## config.mk

```make
export PLATFORM = sky130hd
export DESIGN_NAME = mem2serial
export DESIGN_NICKNAME = d
export VERILOG_FILES = /design/src/rtl/mem2serial.sv
export SDC_FILE = /design/constraint.sdc
export NUM_CORES = 1
export LEC_CHECK = 0
export CORE_UTILIZATION = 30
export CTS_CLUSTER_SIZE = 14
export DETAILED_ROUTE_END_ITERATION = 8
export GPL_TIMING_DRIVEN = 0
export MAX_ROUTING_LAYER = met4
export SYNTH_ARGS = -nofsm -noshare
export SYNTH_HDL_FRONTEND = slang
export SYNTH_SLANG_ARGS = --single-unit
```

## constraint.sdc

```tcl
create_clock -name clock -period 1.8 [get_ports clock]
set_input_delay 0.36 -clock clock [delete_from_list [all_inputs] [get_ports clock]]
set_output_delay 0.36 -clock clock [all_outputs]
set_load 0.02 [all_outputs]
```

## src/rtl/mem2serial.sv

```systemverilog
// Pops one 48-bit capture record from the FIFO and sends it to the UART as six bytes, MSB first.
// The first byte strobe is 2 cycles after the pop; each byte waits on uart_ready, then holds off one cycle.
module mem2serial (
  input  logic        clock,
  input  logic        reset,
  input  logic        read_empty,
  output logic        read_clock_enable,
  input  logic [47:0] read_data,
  output logic        uart_clock_enable,
  input  logic        uart_ready,
  output logic [7:0]  uart_data
);

  typedef enum logic [1:0] {IDLE, LOAD, SEND, HOLD} state_t;

  state_t      state_q, state_d;
  logic [47:0] hold_q, hold_d;
  logic [2:0]  cnt_q, cnt_d;

  always_ff @(posedge clock) begin
    if (reset) begin
      state_q <= IDLE;
      hold_q  <= '0;
      cnt_q   <= '0;
    end else begin
      state_q <= state_d;
      hold_q  <= hold_d;
      cnt_q   <= cnt_d;
    end
  end

  always_comb begin
    state_d           = state_q;
    hold_d            = hold_q;
    cnt_d             = cnt_q;
    read_clock_enable = 1'b0;
    uart_clock_enable = 1'b0;
    case (state_q)
      IDLE: begin
        if (!read_empty && !reset) begin
          read_clock_enable = 1'b1;
          state_d           = LOAD;
        end
      end
      LOAD: begin
        hold_d  = read_data;
        cnt_d   = 3'd0;
        state_d = SEND;
      end
      SEND: begin
        if (uart_ready && !reset) begin
          uart_clock_enable = 1'b1;
          hold_d            = {hold_q[39:0], 8'h00};
          cnt_d             = cnt_q + 3'd1;
          state_d           = HOLD;
        end
      end
      // Holdoff cycle: a UART that drops ready one cycle late cannot trigger a repeat send.
      HOLD: begin
        state_d = (cnt_q < 3'd6) ? SEND : IDLE;
      end
      default: state_d = IDLE;
    endcase
  end

  // The top byte of the holding register is the byte being offered, so uart_data is a flop output.
  assign uart_data = hold_q[47:40];

endmodule

```

* Word level (Yosys, flattened, before mapping)
Index checks and enable logic that the tools add are counted.
Widths: inputs -> output; s select.
** Storage, ports and cells
- Register bits :: 53
- Input bits :: 52
- Output and inout port bits :: 10
- Logic and storage cells :: 30
** Cells by class
- Add/subtract/negate cells :: 1
- $lt $le $gt $ge :: 1
- Equality and inequality tests :: 5
- Mux-type cells :: 12
- Reductions and logical operators :: 8
** Operators by type and width (count)
- $pmux 48 s2 :: 1
- $mux 48 :: 1
- $pmux 2 s4 :: 1
- $mux 2 :: 3
- $pmux 3 s2 :: 1
- $eq 2x2->1 const B :: 2
- $mux 1 :: 4
- $ne 2x2->1 const B :: 2
- $reduce_and 2->1 :: 2
- $add 3x1->3 const B :: 1
- $lt 3x3->1 const B :: 1
- $mux 3 :: 1
- $eq 2x1->1 const B :: 1
- $logic_and 1x1->1 :: 2
- $logic_not 1->1 :: 2
- $logic_not 2->1 :: 1
- $reduce_bool 2->1 :: 1

* Longest topological paths before layout
Gate-level depths: netlist of run 1.
- Depth in word-level cells :: 4
- Gate-level depth with buffers :: 6

* Least setup slack after synthesis of run 1
OpenSTA, ideal clock, no wires.
- Path kind :: register -> output
- From :: reg state_q[1]
- To :: out read_clock_enable
- Arrival :: 1271 ps
- Setup slack :: 169 ps
- Stages on the path, launching flop included :: 3
- Path buffers :: 1
- Path through :: dfxtp_1 > clkbuf_1 > nor4_1
** On the way
- Longest elaborated chain between the ends :: 2
** RTL lines
- from (decl) :: RTL line 16 : state_t state_q, state_d;
- from (signal assigned) :: RTL line 26 : state_q <= state_d;
- $logic_not 2->1 :: RTL line 38 : case (state_q)
- $mux 1 :: RTL line 38
- to (decl) :: RTL line 7 : output logic read_clock_enable,
Every way passes these cells.

* Worst setup path in the final report of run 1
- From :: in uart_ready
- To :: out uart_clock_enable
** On the way
- Longest elaborated chain between the ends :: 3
** RTL lines
- from (decl) :: RTL line 10 : input logic uart_ready,
- $logic_and 1x1->1 :: RTL line 51 : if (uart_ready && !reset) begin
- $mux 1 :: RTL line 51
- $mux 1 :: RTL line 38
- to (decl) :: RTL line 9 : output logic uart_clock_enable,
Every way passes these cells.

==> qor.csv, run 1 <==
stage;metric;value;unit
synth;Yosys reg bits;53;
worst_setup_path;FF-to-FF setup slack;230;ps
worst_setup_path;CP Capture Type;output pin;
power_and_ir_drop;Power Total;2.95;mW
floorplan;die area;9590;sq um
timing;final setup vio count;0;
clocking;number of clock sinks;53;
global_routing;total track usage;15.1;%
synth;count leader, synth;dfxtp_1;
worst_setup_path;Startpoint Class;input pin;
worst_hold_path;worst hold path type;input pin to flip-flop;
clocking;depth of the CTS H-tree;2;
floorplan;Die Span Y;97.9;um
global_routing;initial antenna violation count;0;
timing;Max Clock Skew;14.5;ps
synth;Synth warnings;0;
floorplan;Die Wd;97.9;um
power_and_ir_drop;Clock Power Share;24.0;%
worst_setup_path;Worst Path Required;1440;ps
drt;drt via density;4.99;
clocking;CTS Buf Count;5;
cells_and_area;fin cells;444;
worst_setup_path;Critical R2R Launch;state_q[0];
cells_and_area;nets;388;
cells_and_area;post-route cell area;3600;sq um
power_and_ir_drop;Pint;2.02;mW
cells_and_area;Layout area overhead;30.2;%
clocking;hold-fix buffers at CTS;0;
timing;crit path time final;1740;ps
place;HPWL after DPL;5090;um
floorplan;core area;8810;sq um
worst_setup_path;maximum fanout along the worst path;16;
global_routing;global-route wire length before repair;11200;um
place;pre-CTS WS;-749;ps
worst_hold_path;Hold Path Sink;hold_q[0];
timing;unrepaired setup endpoints after global routing;false;
synth;Mapped Area;2760;sq um
global_routing;largest net degree at the start of global routing;19;
synth;sequential fraction of the synthesis area;38.4;%
floorplan;row cnt;34;
synth;Syn Inst Count;269;
clocking;maximum clock insertion buffer count;2;
power_and_ir_drop;Flop pwr share;46.7;%
synth;Post-synth top flop;dfxtp_1;
drt;router iterations before antenna repair;6;
power_and_ir_drop;leakage;1.45;nW
place;gpl congestion;0.725;
timing;worst setup margin;64.7;ps
floorplan;I/O pin count;62;
place;Placed Area;3500;sq um
synth;Synth top area share;38.4;%
clocking;clk_lat worst skew;310;ps
synth;Post-synth EDFFs;0;
power_and_ir_drop;power share of the combinational group;29.3;%
outcome;status;finished with violations;
timing;Fin Setup TNS;0;ps
cells_and_area;share of cells above drive strength 1;23.8;%
cells_and_area;Diodes inserted;0;
power_and_ir_drop;PwrDens;820;nW/um^2
drt;average wire per standard cell;15.4;um
global_routing;vias in the first global route;2227;
worst_setup_path;cells on worst reg2reg path;6;
place;dpl cells;437;
timing;hold_ws;336;ps
worst_hold_path;hold path cells;2;
clocking;Clock Pin Slew Worst Setup and Hold Paths;100;ps
synth;post-synth cell types;30;
timing;Max-slew headroom;49.8;%
timing;Fin. Hold Viols;0;
power_and_ir_drop;switching power total;929;uW
synth;ranking of synthesized cells by area;dfxtp_1, a211oi_2, mux2i_1;
global_routing;remaining global-route overflow;0;
floorplan;Starting Density;31.4;%
worst_setup_path;crit path DAT;1380;ps
timing;Worst-Margin Slew;753;ps
power_and_ir_drop;VDD IR-drop max;0.439;mV
timing;period utilization;96.4;%
drt;Antenna Nets Post-Route;0;
run;maxcap violations;0;
worst_setup_path;crit path from;uart_ready;
synth;post-synthesis async set-or-reset flop share;0;%
drt;initial drt markers;67;
clocking;CTS tree;built;
outcome;failing checks;DRC;
worst_setup_path;RR Endpoint;hold_q[16];
drt;DR DRC count;4;
clocking;CTS root buffer;clkbuf_8;
synth;Synth Net Count;322;
cells_and_area;Util after Layout;40.8;%
timing;Slew Viols, Final;0;
power_and_ir_drop;switching share of power;31.5;%
synth;Synth Area per Inst;10.3;sq um
synth;area leader, netlist;dfxtp_1;
drt;drt total wl;6830;um
worst_setup_path;Crit Path Class;input pin to output pin;
synth;top cells by count, synth;dfxtp_1, mux2i_1, a211oi_2, nor3_1, nor2_1;
timing;Fmax;576;MHz
worst_hold_path;origin of the worst min-delay path;reset;
clocking;Setup Fix Bufs, Post-CTS;0;
place;port bufs;60;
drt;routed vias;2214;
==> registers in the layout, indices dropped and copies added (netlist names) <==
register  cells
state_q       2
hold_q       48
cnt_q         3
==> placed cells by master (no fill, tap or decap), types with 3 or more instances in the layout <==
cell type | synthesis | final
nand3_1 | 3 | 3
a211oi_2 | 40 | 40
clkbuf_8 | 0 | 5
nor2_1 | 17 | 17
a2111oi_0 | 4 | 4
dfxtp_1 | 53 | 52
buf_2 | 7 | 7
nand2_1 | 9 | 9
nand2b_1 | 4 | 4
clkbuf_1 | 11 | 10
nor3_1 | 40 | 40
buf_4 | 16 | 16
mux2i_1 | 41 | 41
a2111oi_1 | 4 | 4
clkdlybuf4s50_1 | 0 | 57
buf_6 | 4 | 5
==> power by group through the flow <==
stage	combinational, mW	clock (mW)	sequential, mW
final	0.864	0.707	1.38
after global routing	0.941	0.781	1.39
after CTS	0.871	0.727	1.38
after detailed placement	0.867	0	1.41
after global placement	0.857	0	1.40
after floorplan	0.607	0	1.38
==> cell type report <==
type / instances / area [sq um]
Buffer: 37 / 241
Clock buffer: 5 / 68.8
Clock inverter: 3 / 25.0
Fill cell: 883 / 5210
Multi-Input combinational cell: 178 / 1470
Sequential cell: 53 / 1060
Tap cell: 108 / 135
Timing Repair Buffer: 60 / 598
==> critical path: stages <==
cell and delay [ps]:
dlygate4sd2_1 310, and4bb_1 240, buf_6 180, clkdlybuf4s15_2 280
==> layer usage <==
metal / vias up / track usage (%) / routed length (um)
met3: 7 / 3.01 / 256
met2: 46 / 24.9 / 3240
met4: 0 / 2.45 / 67
li1: 1122 / - / -
met5: - / - / 0
met1: 1039 / 19.2 / 3260
==> worst max path at each step <==
stage / end / slack, ps / depth (start not counted)
2_1_floorplan: read_clock_enable / 170 / 2
3_3_place_gp: uart_clock_enable / -760 / 5
3_5_place_dp: uart_clock_enable / -750 / 5
4_1_cts: uart_clock_enable / 6 / 3
5_1_grt: read_clock_enable / 6 / 3
6_report: uart_clock_enable / 60 / 4
==> kinds of logic (layout without fill, tap and decap cells) <==
group,after synthesis,after routing,share of synthesized area [%]
buf+inv,38,105,8.74
fa+ha+maj,1,1,0.453
mux,41,41,14.9
simple gates,81,81,14.8
flops,53,53,38.4
compound gates,55,55,22.7
==> timing repair <==
action	in CTS	in global routing
resized for setup	11	4
setup endpoints to repair	2	2
pin swaps	0	0
Power figures use the tool's default switching activity.
==> inputs of run 2 (changes only) <==
CAP_MARGIN = 10   (was not set)
==> results of run 2 <==
Final layout, timing and power as in run 1 (identical DEF).
==> inputs of run 3 (changes only) <==
--- a/constraint.sdc
+++ b/constraint.sdc
@@ -3,2 +3,2 @@
 set_output_delay 0.36 -clock clock [all_outputs]
-set_load 0.02 [all_outputs]
+set_load 0.005 [all_outputs]
==> qor.csv, run 3 (synthesized netlist as in run 1, its figures left out) <==
stage;metric;value;unit;change
outcome;status;finished with violations;;
outcome;failing checks;DRC;;
drt;DR DRC count;4;;unchanged
drt;drt via density;4.95;;-0.72%
cells_and_area;share of cells above drive strength 1;24.0;%;+0.23 points
place;Placed Area;3500;sq um;unchanged
place;gpl congestion;0.725;;unchanged
place;HPWL after DPL;5090;um;unchanged
clocking;maximum clock insertion buffer count;2;;unchanged
power_and_ir_drop;leakage;1.46;nW;+0.66%
timing;Max Clock Skew;16.4;ps;+1.89 ps
timing;Worst-Margin Slew;752;ps;-0.629 ps
cells_and_area;Regs by FF count;hold_q: 48 flops, cnt_q: 3 flops, state_q: 2 flops;;
clocking;CTS Buf Count;5;;unchanged
drt;router iterations before antenna repair;8;;+2
worst_setup_path;Startpoint Class;flip-flop;;
global_routing;vias in the first global route;2237;;+0.45%
cells_and_area;Largest Register;hold_q;;
timing;hold_ws;328;ps;-8.48 ps
cells_and_area;Layout area overhead;30.8;%;
drt;average wire per standard cell;15.5;um;+0.51%
worst_setup_path;Worst Path Required;1440;ps;about the same
global_routing;initial antenna violation count;0;;unchanged
drt;drt total wl;6880;um;+0.73%
timing;period utilization;91.5;%;-4.9 points
timing;Fmax;607;MHz;+5.3%
floorplan;Die Wd;97.9;um;unchanged
cells_and_area;nets;389;;+0.26%
clocking;depth of the CTS H-tree;2;;unchanged
cells_and_area;post-route cell area;3610;sq um;+0.45%
cells_and_area;Diodes inserted;0;;unchanged
timing;Fin. Hold Viols;0;;unchanged
worst_setup_path;Crit Path Class;flip-flop to output pin;;
place;port bufs;60;;unchanged
worst_setup_path;maximum fanout along the worst path;10;;-6
floorplan;core area;8810;sq um;unchanged
run;maxcap violations;0;;unchanged
worst_hold_path;worst hold path type;input pin to flip-flop;;
global_routing;largest net degree at the start of global routing;19;;unchanged
timing;crit path time final;1650;ps;-87.6 ps
drt;routed vias;2203;;-0.50%
cells_and_area;area occupied by multi-input gates;1470;sq um;+0.60%
worst_setup_path;crit path DAT;1290;ps;-90 ps
clocking;CTS root buffer;clkbuf_8;;
floorplan;I/O pin count;62;;unchanged
cells_and_area;Largest register FFs;48;;unchanged
timing;unrepaired setup endpoints after global routing;false;;
cells_and_area;Fill cells;879;;-0.45%
floorplan;Starting Density;31.4;%;unchanged
cells_and_area;commonest non-fill, non-tap cells in the layout;clkdlybuf4s50_1, dfxtp_1, mux2i_1;;
floorplan;row cnt;34;;unchanged
power_and_ir_drop;VDD IR-drop max;0.437;mV;-0.33%
timing;Max-slew headroom;49.8;%;about the same
global_routing;total track usage;15.2;%;+0.11 points
cells_and_area;commonest non-fill, non-tap cell in the layout;clkdlybuf4s50_1;;
clocking;clk_lat worst skew;320;ps;about the same
clocking;number of clock sinks;53;;unchanged
drt;initial drt markers;69;;+3.0%
cells_and_area;register area;1060;sq um;+0.12%
timing;final setup vio count;0;;unchanged
global_routing;global-route wire length before repair;11300;um;+0.61%
clocking;CTS tree;built;;
timing;Slew Viols, Final;0;;unchanged
floorplan;die area;9590;sq um;unchanged
clocking;Clock Pin Slew Worst Setup and Hold Paths;100;ps;about the same
drt;Antenna Nets Post-Route;0;;unchanged
power_and_ir_drop;PwrDens;811;nW/um^2;-1.1%
worst_setup_path;FF-to-FF setup slack;240;ps;about the same
worst_setup_path;CP Capture Type;output pin;;
global_routing;remaining global-route overflow;0;;unchanged
floorplan;Die Span Y;97.9;um;unchanged
run 3: cell count changes in the layout (fill, tap and decap cells not counted), sizes merged:
cell,before,now
clkbuf,15,17
buf,28,27
run 3: layout make-up:
class / instances / area share [%]
flip-flops and latches: 53 / 29.4
repair buffers: 61 / 16.7
clock buffers: 5 / 1.91
plain buffers: 37 / 6.75
clock inverters: 3 / 0.693
multi-input cells: 178 / 40.8
well taps: 108 / 3.74
run 3: where the power goes:
part,internal (mW),switching [mW],total [mW]
Clock,0.282,0.429,0.711
Sequential,1.30,0.0763,1.38
Combinational,0.438,0.402,0.840
Total,2.02,0.908,2.93
run 3: worst paths after layout:
path | from | end | cells after the start
min | reset | hold_q[0] | 2
max | state_q[1] | read_clock_enable | 3
max reg2reg | state_q[0] | hold_q[28] | 6
min reg2reg | hold_q[5] | hold_q[5] | 2
run 3: worst max-delay path, stage by stage (launching register included):
cell	delay, ps
dfxtp_2	350
clkbuf_4	190
nor4_4	290
clkbuf_2	150
run 3: layer usage:
layer	share of wire [%]	routed length, um	GRT usage, %
met1	48	3300	19.1
met2	48	3300	25.4
met3	3.5	242	3.01
met4	0.64	44	2.45
met5	0	0	-
run 3: what timing repair did:
action | CTS | global route
pin swaps | 1 | 0
hold buffers | 0 | 0
resized for setup | 10 | 3
buffers inserted | 1 | 0
hold endpoints to repair | 0 | 0
endpoints found under the setup margin | 2 | 1
run 3: through the flow:
step                cells  setup TNS [ps]  worst slack [ps]  util, %  total power [mW]
finish                445               0               152     41.0              2.93
global route          445               0              67.9     41.0              3.09
CTS                   445               0              11.5     41.0              2.95
detailed placement    437           -5470              -645     39.7              2.25
global placement      437           -5110              -658     39.7              2.23
floorplan             269               0               397        -              1.96
